$ cat src/rtl/ov7670_pkg.sv
// ov7670_pkg
// Shared definitions for the OV7670 bring-up path: sequencer state encoding,
// in-table marker words, and the layout of one config-ROM entry. The ROM
// wrapper, the sequencer and the SCCB writer all import these so the marker
// values can never drift apart.
package ov7670_pkg;

    typedef enum logic [2:0] {
        ST_IDLE,
        ST_FETCH,
        ST_WAIT_ROM,
        ST_DECODE,
        ST_SEND,
        ST_DELAY,
        ST_DONE
    } cfg_state_t;

    // Reserved entry values; no real OV7670 register write uses these pairs.
    localparam logic [15:0] CFG_END   = 16'hFFFF;
    localparam logic [15:0] CFG_DELAY = 16'hFFF0;

    typedef struct packed {
        logic [7:0] reg_addr;
        logic [7:0] value;
    } cfg_entry_t;

endpackage

$ cat src/rtl/ov7670_config_seq_delay_timer.sv
// cfg_delay_timer
// Loadable down-counter with a zero flag. It stops at zero rather than
// wrapping, so a stray dec after expiry is harmless.
// Ports:
//   clk, rst_n  clock, synchronous active-low reset
//   load        load load_val (has priority over dec)
//   dec         decrement by one when non-zero
//   load_val    value to load
//   zero        count is zero
module cfg_delay_timer #(
    parameter int CW = 8
) (
    input  logic          clk,
    input  logic          rst_n,
    input  logic          load,
    input  logic          dec,
    input  logic [CW-1:0] load_val,
    output logic          zero
);

    logic [CW-1:0] cnt;

    always_ff @(posedge clk) begin
        if (!rst_n)
            cnt <= '0;
        else if (load)
            cnt <= load_val;
        else if (dec && cnt != '0)
            cnt <= cnt - CW'(1);
    end

    assign zero = (cnt == '0);

endmodule

$ cat src/rtl/ov7670_config_seq.sv
// ov7670_config_seq
// Walks the OV7670 init table in the external synchronous config ROM and
// hands each {reg, value} pair to the SCCB master over valid/ready. Handles
// the end marker (stop) and the delay marker (pause DELAY_MS milliseconds).
// Ports:
//   clk, rst_n             clock, synchronous active-low reset
//   start                  one-cycle pulse; honoured only in IDLE and DONE
//   rom_addr / rom_data    ROM address out, data back one cycle later
//   sccb_valid/ready       write request handshake to SCCB master
//   sccb_reg / sccb_data   register address / value of the pending write
//   busy / done            walk in progress / table completed
module ov7670_config_seq
    import ov7670_pkg::*;
#(
    parameter  int WIDTH       = 16,
    parameter  int DEPTH       = 256,
    parameter  int CLK_FREQ_HZ = 25_000_000,
    parameter  int DELAY_MS    = 10,
    localparam int ADDRW       = $clog2(DEPTH)
) (
    input  logic             clk,
    input  logic             rst_n,
    input  logic             start,
    output logic [ADDRW-1:0] rom_addr,
    input  logic [WIDTH-1:0] rom_data,
    output logic             sccb_valid,
    input  logic             sccb_ready,
    output logic [7:0]       sccb_reg,
    output logic [7:0]       sccb_data,
    output logic             busy,
    output logic             done
);

    localparam int DELAY_CYCLES = CLK_FREQ_HZ / 1000 * DELAY_MS;
    localparam int CNTW         = $clog2(DELAY_CYCLES + 1);

    cfg_state_t       state, state_d;
    cfg_entry_t       entry, entry_d;
    logic [ADDRW-1:0] addr_d;
    logic             valid_d;
    logic [7:0]       reg_d, data_d;
    logic             advance;
    logic             tmr_load, tmr_dec, tmr_zero;

    // Loaded with N-1 so that the zero check in DELAY lands on the Nth cycle.
    cfg_delay_timer #(.CW(CNTW)) u_delay (
        .clk      (clk),
        .rst_n    (rst_n),
        .load     (tmr_load),
        .dec      (tmr_dec),
        .load_val (CNTW'(DELAY_CYCLES - 1)),
        .zero     (tmr_zero)
    );

    always_ff @(posedge clk) begin
        if (!rst_n) begin
            state      <= ST_IDLE;
            rom_addr   <= '0;
            entry      <= '0;
            sccb_valid <= 1'b0;
            sccb_reg   <= '0;
            sccb_data  <= '0;
        end else begin
            state      <= state_d;
            rom_addr   <= addr_d;
            entry      <= entry_d;
            sccb_valid <= valid_d;
            sccb_reg   <= reg_d;
            sccb_data  <= data_d;
        end
    end

    always_comb begin
        state_d  = state;
        addr_d   = rom_addr;
        entry_d  = entry;
        valid_d  = sccb_valid;
        reg_d    = sccb_reg;
        data_d   = sccb_data;
        advance  = 1'b0;
        tmr_load = 1'b0;
        tmr_dec  = 1'b0;

        case (state)
            ST_IDLE, ST_DONE: begin
                if (start) begin
                    addr_d  = '0;
                    state_d = ST_FETCH;
                end
            end
            // ROM sees the held address this cycle; data is back next cycle.
            ST_FETCH:    state_d = ST_WAIT_ROM;
            ST_WAIT_ROM: begin
                entry_d = cfg_entry_t'(rom_data[15:0]);
                state_d = ST_DECODE;
            end
            ST_DECODE: begin
                if (entry == CFG_END) begin
                    state_d = ST_DONE;
                end else if (entry == CFG_DELAY) begin
                    tmr_load = 1'b1;
                    state_d  = ST_DELAY;
                end else begin
                    valid_d = 1'b1;
                    reg_d   = entry.reg_addr;
                    data_d  = entry.value;
                    state_d = ST_SEND;
                end
            end
            // sccb_valid is always high here, so ready alone marks acceptance.
            ST_SEND: begin
                if (sccb_ready) begin
                    valid_d = 1'b0;
                    advance = 1'b1;
                end
            end
            ST_DELAY: begin
                if (tmr_zero) advance = 1'b1;
                else          tmr_dec = 1'b1;
            end
            default: state_d = ST_IDLE;
        endcase

        // Last ROM slot ends the walk instead of wrapping back to address 0.
        if (advance) begin
            if (rom_addr == ADDRW'(DEPTH - 1)) begin
                state_d = ST_DONE;
            end else begin
                addr_d  = rom_addr + ADDRW'(1);
                state_d = ST_FETCH;
            end
        end
    end

    assign busy = (state != ST_IDLE) && (state != ST_DONE);
    assign done = (state == ST_DONE);

endmodule
$ cat config.mk
export PLATFORM = sky130hd
export DESIGN_NAME = ov7670_config_seq
export DESIGN_NICKNAME = d
export VERILOG_FILES = /design/src/rtl/ov7670_pkg.sv /design/src/rtl/ov7670_config_seq_delay_timer.sv /design/src/rtl/ov7670_config_seq.sv
export SDC_FILE = /design/constraint.sdc
export NUM_CORES = 1
export LEC_CHECK = 0
export ABC_CLOCK_PERIOD_IN_PS = 1760
export BUFFER_PORTS_ARGS = -buffer_cell sky130_fd_sc_hd__buf_2
export CAP_MARGIN = 20
export CORE_ASPECT_RATIO = 0.8
export CORE_UTILIZATION = 51
export DETAILED_ROUTE_END_ITERATION = 8
export PLACE_DENSITY = 0.74
export SETUP_SLACK_MARGIN = 0.1
export SYNTH_ARGS = -nofsm -noshare
export SYNTH_HDL_FRONTEND = slang
export SYNTH_SLANG_ARGS = --single-unit
$ cat constraint.sdc
create_clock -name clk -period 1.76 [get_ports clk]
set_input_delay 0.264 -clock clk [delete_from_list [all_inputs] [get_ports clk]]
set_output_delay 0.264 -clock clk [all_outputs]
set_load 0.005 [all_outputs]
# Word level (Yosys, flattened, before mapping)
# Index checks and enable logic that the tools add are counted.
# Widths: inputs -> output; s select.
# word_totals
regBits	62
input_bits	20
output_inout_bits	27
wordCells	67
# op_classes
n_addsub	2
eq_ne	15
mux	24
bitwise	3
reduce_logical	14
# ops
operator	n
$mux 18	2
$eq 16x16->1 const B	2
$mux 8	4
$logic_not 18->1	1
$reduce_bool 18->1	1
$sub 18x1->18 const B	1
$pmux 3 s5	1
$mux 1	11
$eq 3x3->1 const B	3
$mux 3	3
$add 8x1->8 const B	1
$eq 8x8->1 const B	1
$eq 3x2->1 const B	2
$ne 2x2->1 const B	3
$ne 3x3->1 const B	2
$reduce_or 2->1	3
$pmux 1 s2	2
$reduce_and 4->1	1
$reduce_bool 2->1	2
$eq 3x1->1 const B	1
$logic_not 3->1	1
$not 1->1	3
$reduce_and 3->1	1
$reduce_bool 3->1	1
4 further kinds	5

# Logic depth before layout (Yosys ltp)
# depth
depth_word	6
ltp_mapped	7
ltp_nobuf	7

# Hierarchy
# From an unflattened synthesis, not the netlist that was laid out.
# hier_totals
cells_unflattened	377
hier_area_um2	3100.5
# modules_own_cells
module	instances	cells_each	area_each_um2	seq_area_each_um2
ov7670_config_seq	1	250	2047.0	880.8
cfg_delay_timer	1	127	1053.5	360.3

# Least setup slack after synthesis
# OpenSTA, ideal clock, no wires.
# synth_path
kind	flip-flop to flip-flop
startpoint	register u_delay.cnt[0]
endpoint	register u_delay.cnt[5]
setup_ns	0.071
arrival_ns	1.675
required_ns	1.689
setup_slack_ns	0.014
path_stages_with_launch	8
path_buffers	0
synth_period_minus_slack_ns	1.746
cell_sequence	dfxtp_1 inv_1 ha_1 nor3b_4 nand3_1 o21ai_1 or4_1 a21oi_1
# synth_via
elab_chain_cells	4
elab_cells_between_ends	6
cone_classes	add/sub (1); mux (2); reduce/logical (3)
# synth_rtl
item	line	text
start: declaration	ov7670_config_seq_delay_timer.sv:21	logic [CW-1:0] cnt;
start signal: assignment	ov7670_config_seq_delay_timer.sv:27	cnt <= load_val;
start signal: assignment	ov7670_config_seq_delay_timer.sv:29	cnt <= cnt - CW'(1);
branches (longest 4 deep; another with $sub 18x1->18)	n/a	
# Several ways; the timed one is not identified.
# A chain may end at the register's enable or synchronous reset.

# Worst setup path in the final report
# layout_path
startpoint	register u_delay.cnt[4]
endpoint	register u_delay.cnt[15]
# layout_via
elab_chain_cells	5
elab_cells_between_ends	9
cone_classes	add/sub (1); mux (4); reduce/logical (4)
# layout_rtl
item
branches (longest 5 deep; another with $sub 18x1->18)
# Several ways; the timed one is not identified. The select of a mux whose other input is x is not followed.

==> results by group <==
Run status
  • Status: complete, but fails checks
  • Failing checks: setup timing

Floorplanning
  • Initial Util: 53.4%
  • Die width: 86.8 µm
  • # IOs: 47
  • Die area: 6070 µm²
  • Number of cell rows: 24
  • Chip height: 69.9 µm
  • Placeable Area: 5500 µm²

Drt
  • Post-DRT Antenna Nets: 0
  • Total routed wirelength: 8060 µm
  • Wire per inst: 15.6 µm
  • Initial DRC count: 127
  • Drt first pass iters: 4
  • DRC viols: 0
  • Vias per cell: 5.58
  • DR vias: 2,892

Global routing
  • First-pass GRT wire length: 12,300 µm
  • Largest net degree at the start of global routing: 30
  • Gr ovfl total: 0
  • Initial antenna violation count: 0
  • Vias in the first global route: 2,655
  • Tot GR Track Use: 26.1%

Setup path
  • CP top delay family: simple AND/OR/NAND/NOR gates
  • Crit path arrival time: 2.12 ns
  • Worst path bufs/invs: 2
  • Slowest stage cell, crit path: nor4_4
  • Crit path cell chain: nor4_4 > buf_4 > and2_2 > buf_4 > a21oi_2 > and4_1 > nor3_1
  • Critical path class: reg2reg
  • Worst path depth: 7
  • Critical Path RT: 2.02 ns
  • Peak per-stage delay on the critical path: 0.35 ns
  • Reg2Reg Depth: 7
  • Setup crit end kind: flip-flop
  • CP dominant cell by count: buf_4
  • Startpoint Class: flip-flop
  • CP max FO: 4

Pwr
  • Overall Power: 3.05 mW
  • Pwr/cell area: 745 nW/µm²
  • Leakage: 1.68 nW
  • Worst vdd ir: 0.510 mV

Yosys
  • Main synth FF type: dfxtp_1
  • Number of synthesis warnings: 0
  • Sequential share of the synthesized area: 42.3%
  • Mean Syn Cell Area: 8.69 µm²
  • Netlist Area Pre-Place: 2940 µm²
  • Asr flop ratio synth: 0%
  • #FFs+latches synth: 62
  • Netlist cell types: 58
  • Cells after Synth: 338
  • Post-Syn Nets: 361
  • Number of enable flip-flop cells after synthesis: 0

Layout
  • Largest Register: u_delay.cnt
  • Final net count: 458
  • Layout cell share with drive strength beyond 1: 43.0%
  • Fillers: 399
  • Ant diodes: 0
  • Final core utilization: 74.4%
  • Finished Layout Cells: 518
  • Area Overhead vs Synth: 39.3%
  • Area of the multi-input gates: 1780 µm²
  • Largest register FFs: 18
  • Top flop regs: u_delay.cnt: 18 flops, entry: 16 flops
  • Sequential Area: 1270 µm²

Clock network
  • Clk sinks: 62
  • Max Buffers Root-to-Sink: 2
  • CTS HTree Levels: 3
  • Clock transition at path regs: 0.07 ns
  • TritonCTS clock tree: done
  • Number of CTS-inserted buffers: 9
  • CTS root buf: clkbuf_8
  • Worst-skew pair later-pin latency: 0.35 ns
  • Hold buffer count at cts: 0

Min path
  • Hold WC Path Type: in2reg
  • Hold path depth: 3

Timing
  • Final Skew: 0.00962 ns
  • RSZ-0062 raised after global routing: yes
  • Final hold slack: 0.134 ns
  • Final setup viols: 6
  • Number of hold violations in the final report: 0
  • Final worst path period share: 106%
  • Fmax: 0.537 GHz
  • Least-Margin Pin Slew: 0.415 ns
  • Setup slack after layout: -0.103 ns
  • Min cycle time layout: 1.86 ns
  • Worst rel slew slack: 71.9%
  • Slew Limit Fails: 0

Flow run
  • Max-Cap Viols: 0

Place
  • Routability cong.: 0.843
  • HPWL after DPL: 4900 µm
  • Count of port buffers added during placement: 46
  • Placed Cells: 482
==> per-layer routing <==
layer / track usage, % / share of wire [%] / vias up
li1: - / - / 1403
met1: 35.4 / 44 / 1383
met2: 39.5 / 48 / 90
met3: 8.39 / 6.1 / 16
met4: 7.59 / 1.4 / 0
met5: 0 / 0 / -
==> report_power, final <==
| group | switching [mW] | internal [mW] | total (mW) |
|---|---|---|---|
| registers | 0.0314 | 1.44 | 1.47 |
| clock network | 0.565 | 0.730 | 1.29 |
| logic | 0.144 | 0.138 | 0.282 |
| total | 0.740 | 2.31 | 3.05 |
==> per-stage QoR <==
step | worst slack (ns) | setup TNS [ns] | area, µm²
floorplan | 0.0528 | 0 | 2970
global placement | 0.0433 | 0 | 3510
detailed placement | -0.000743 | -0.000743 | 3510
CTS | -0.00209 | -0.00209 | 3930
global route | -0.124 | -1.13 | 4090
finish | -0.103 | -0.241 | 4090
==> what timing repair did <==
action                                  4_1_cts  5_1_grt
endpoints found under the setup margin       41       47
resized for setup                            43       26
cloned                                        1        0
buffers inserted                             12        7
pin swaps                                    12       19
==> cell usage after synthesis (3+ instances only) <==
cell | count | share of area [%]
o21ai_1 | 8 | 1.4
a21oi_1 | 25 | 4.3
o211ai_1 | 6 | 1.5
dfxtp_1 | 62 | 42
o21a_1 | 3 | 0.77
mux2i_1 | 16 | 5.5
nand2_1 | 45 | 5.8
nand3_1 | 9 | 1.5
nor2b_1 | 12 | 2.6
o21ai_0 | 7 | 1.2
nor3_1 | 6 | 1.0
xor2_1 | 4 | 1.2
and4_1 | 3 | 0.89
ha_1 | 3 | 1.3
xnor2_1 | 4 | 1.2
or3_1 | 7 | 1.5
buf_2 | 4 | 0.68
o31a_1 | 4 | 1.2
and3_1 | 6 | 1.3
nand4_1 | 6 | 1.3
o31ai_1 | 4 | 1.0
nor4_1 | 3 | 0.64
a31oi_1 | 4 | 0.85
nor2_1 | 25 | 3.2
clkbuf_1 | 10 | 1.3
inv_1 | 11 | 1.4
==> cell families after synthesis <==
family | synth area share (%)
muxes | 5.45
AOI/OAI and AO/OA | 18.0
adders and majority gates | 1.28
and+or+nand+nor | 26.8
xor gates and xnor gates | 2.39
DFF | 42.3
buffers and inverters | 3.88
==> final cells by class <==
class	count	area share, %
sequential	62	31.1
inverter	11	1.01
timing repair buffer	102	17.1
multi-input combinational	249	43.5
tap	78	2.39
clock inverter	3	1.04
clock buffer	13	3.88
==> tightest hold or removal path, stage by stage <==
cell	delay, ns
buf_2	0.09
nand2_1	0.04
a21oi_1	0.05
==> placed cells by master, fill, tap and decap left out, drive strengths merged, types with 3 or more instances in the layout <==
cell / n
nand2b: 3
and4: 3
mux2i: 16
nor2: 25
and2: 3
o31a: 4
a31oi: 4
nand4: 6
nor4: 5
xor2: 4
inv: 11
or3: 7
clkbuf: 13
nor3: 7
nand2: 46
buf: 102
dfxtp: 62
o21a: 3
o31ai: 4
or2: 3
and3: 6
o21ai: 15
xnor2: 4
nor2b: 12
or4: 3
ha: 3
nand3: 9
o211ai: 7
a21oi: 25
==> worst paths after layout <==
path	from	end	slack [ns]
min	rom_data[12]	entry[12]	0.13
max	u_delay.cnt[4]	u_delay.cnt[15]	-0.10
min reg2reg	entry[8]	entry[8]	0.47
max reg2reg	u_delay.cnt[4]	u_delay.cnt[15]	-0.10
Note: power is estimated with default switching activity, not from simulation.
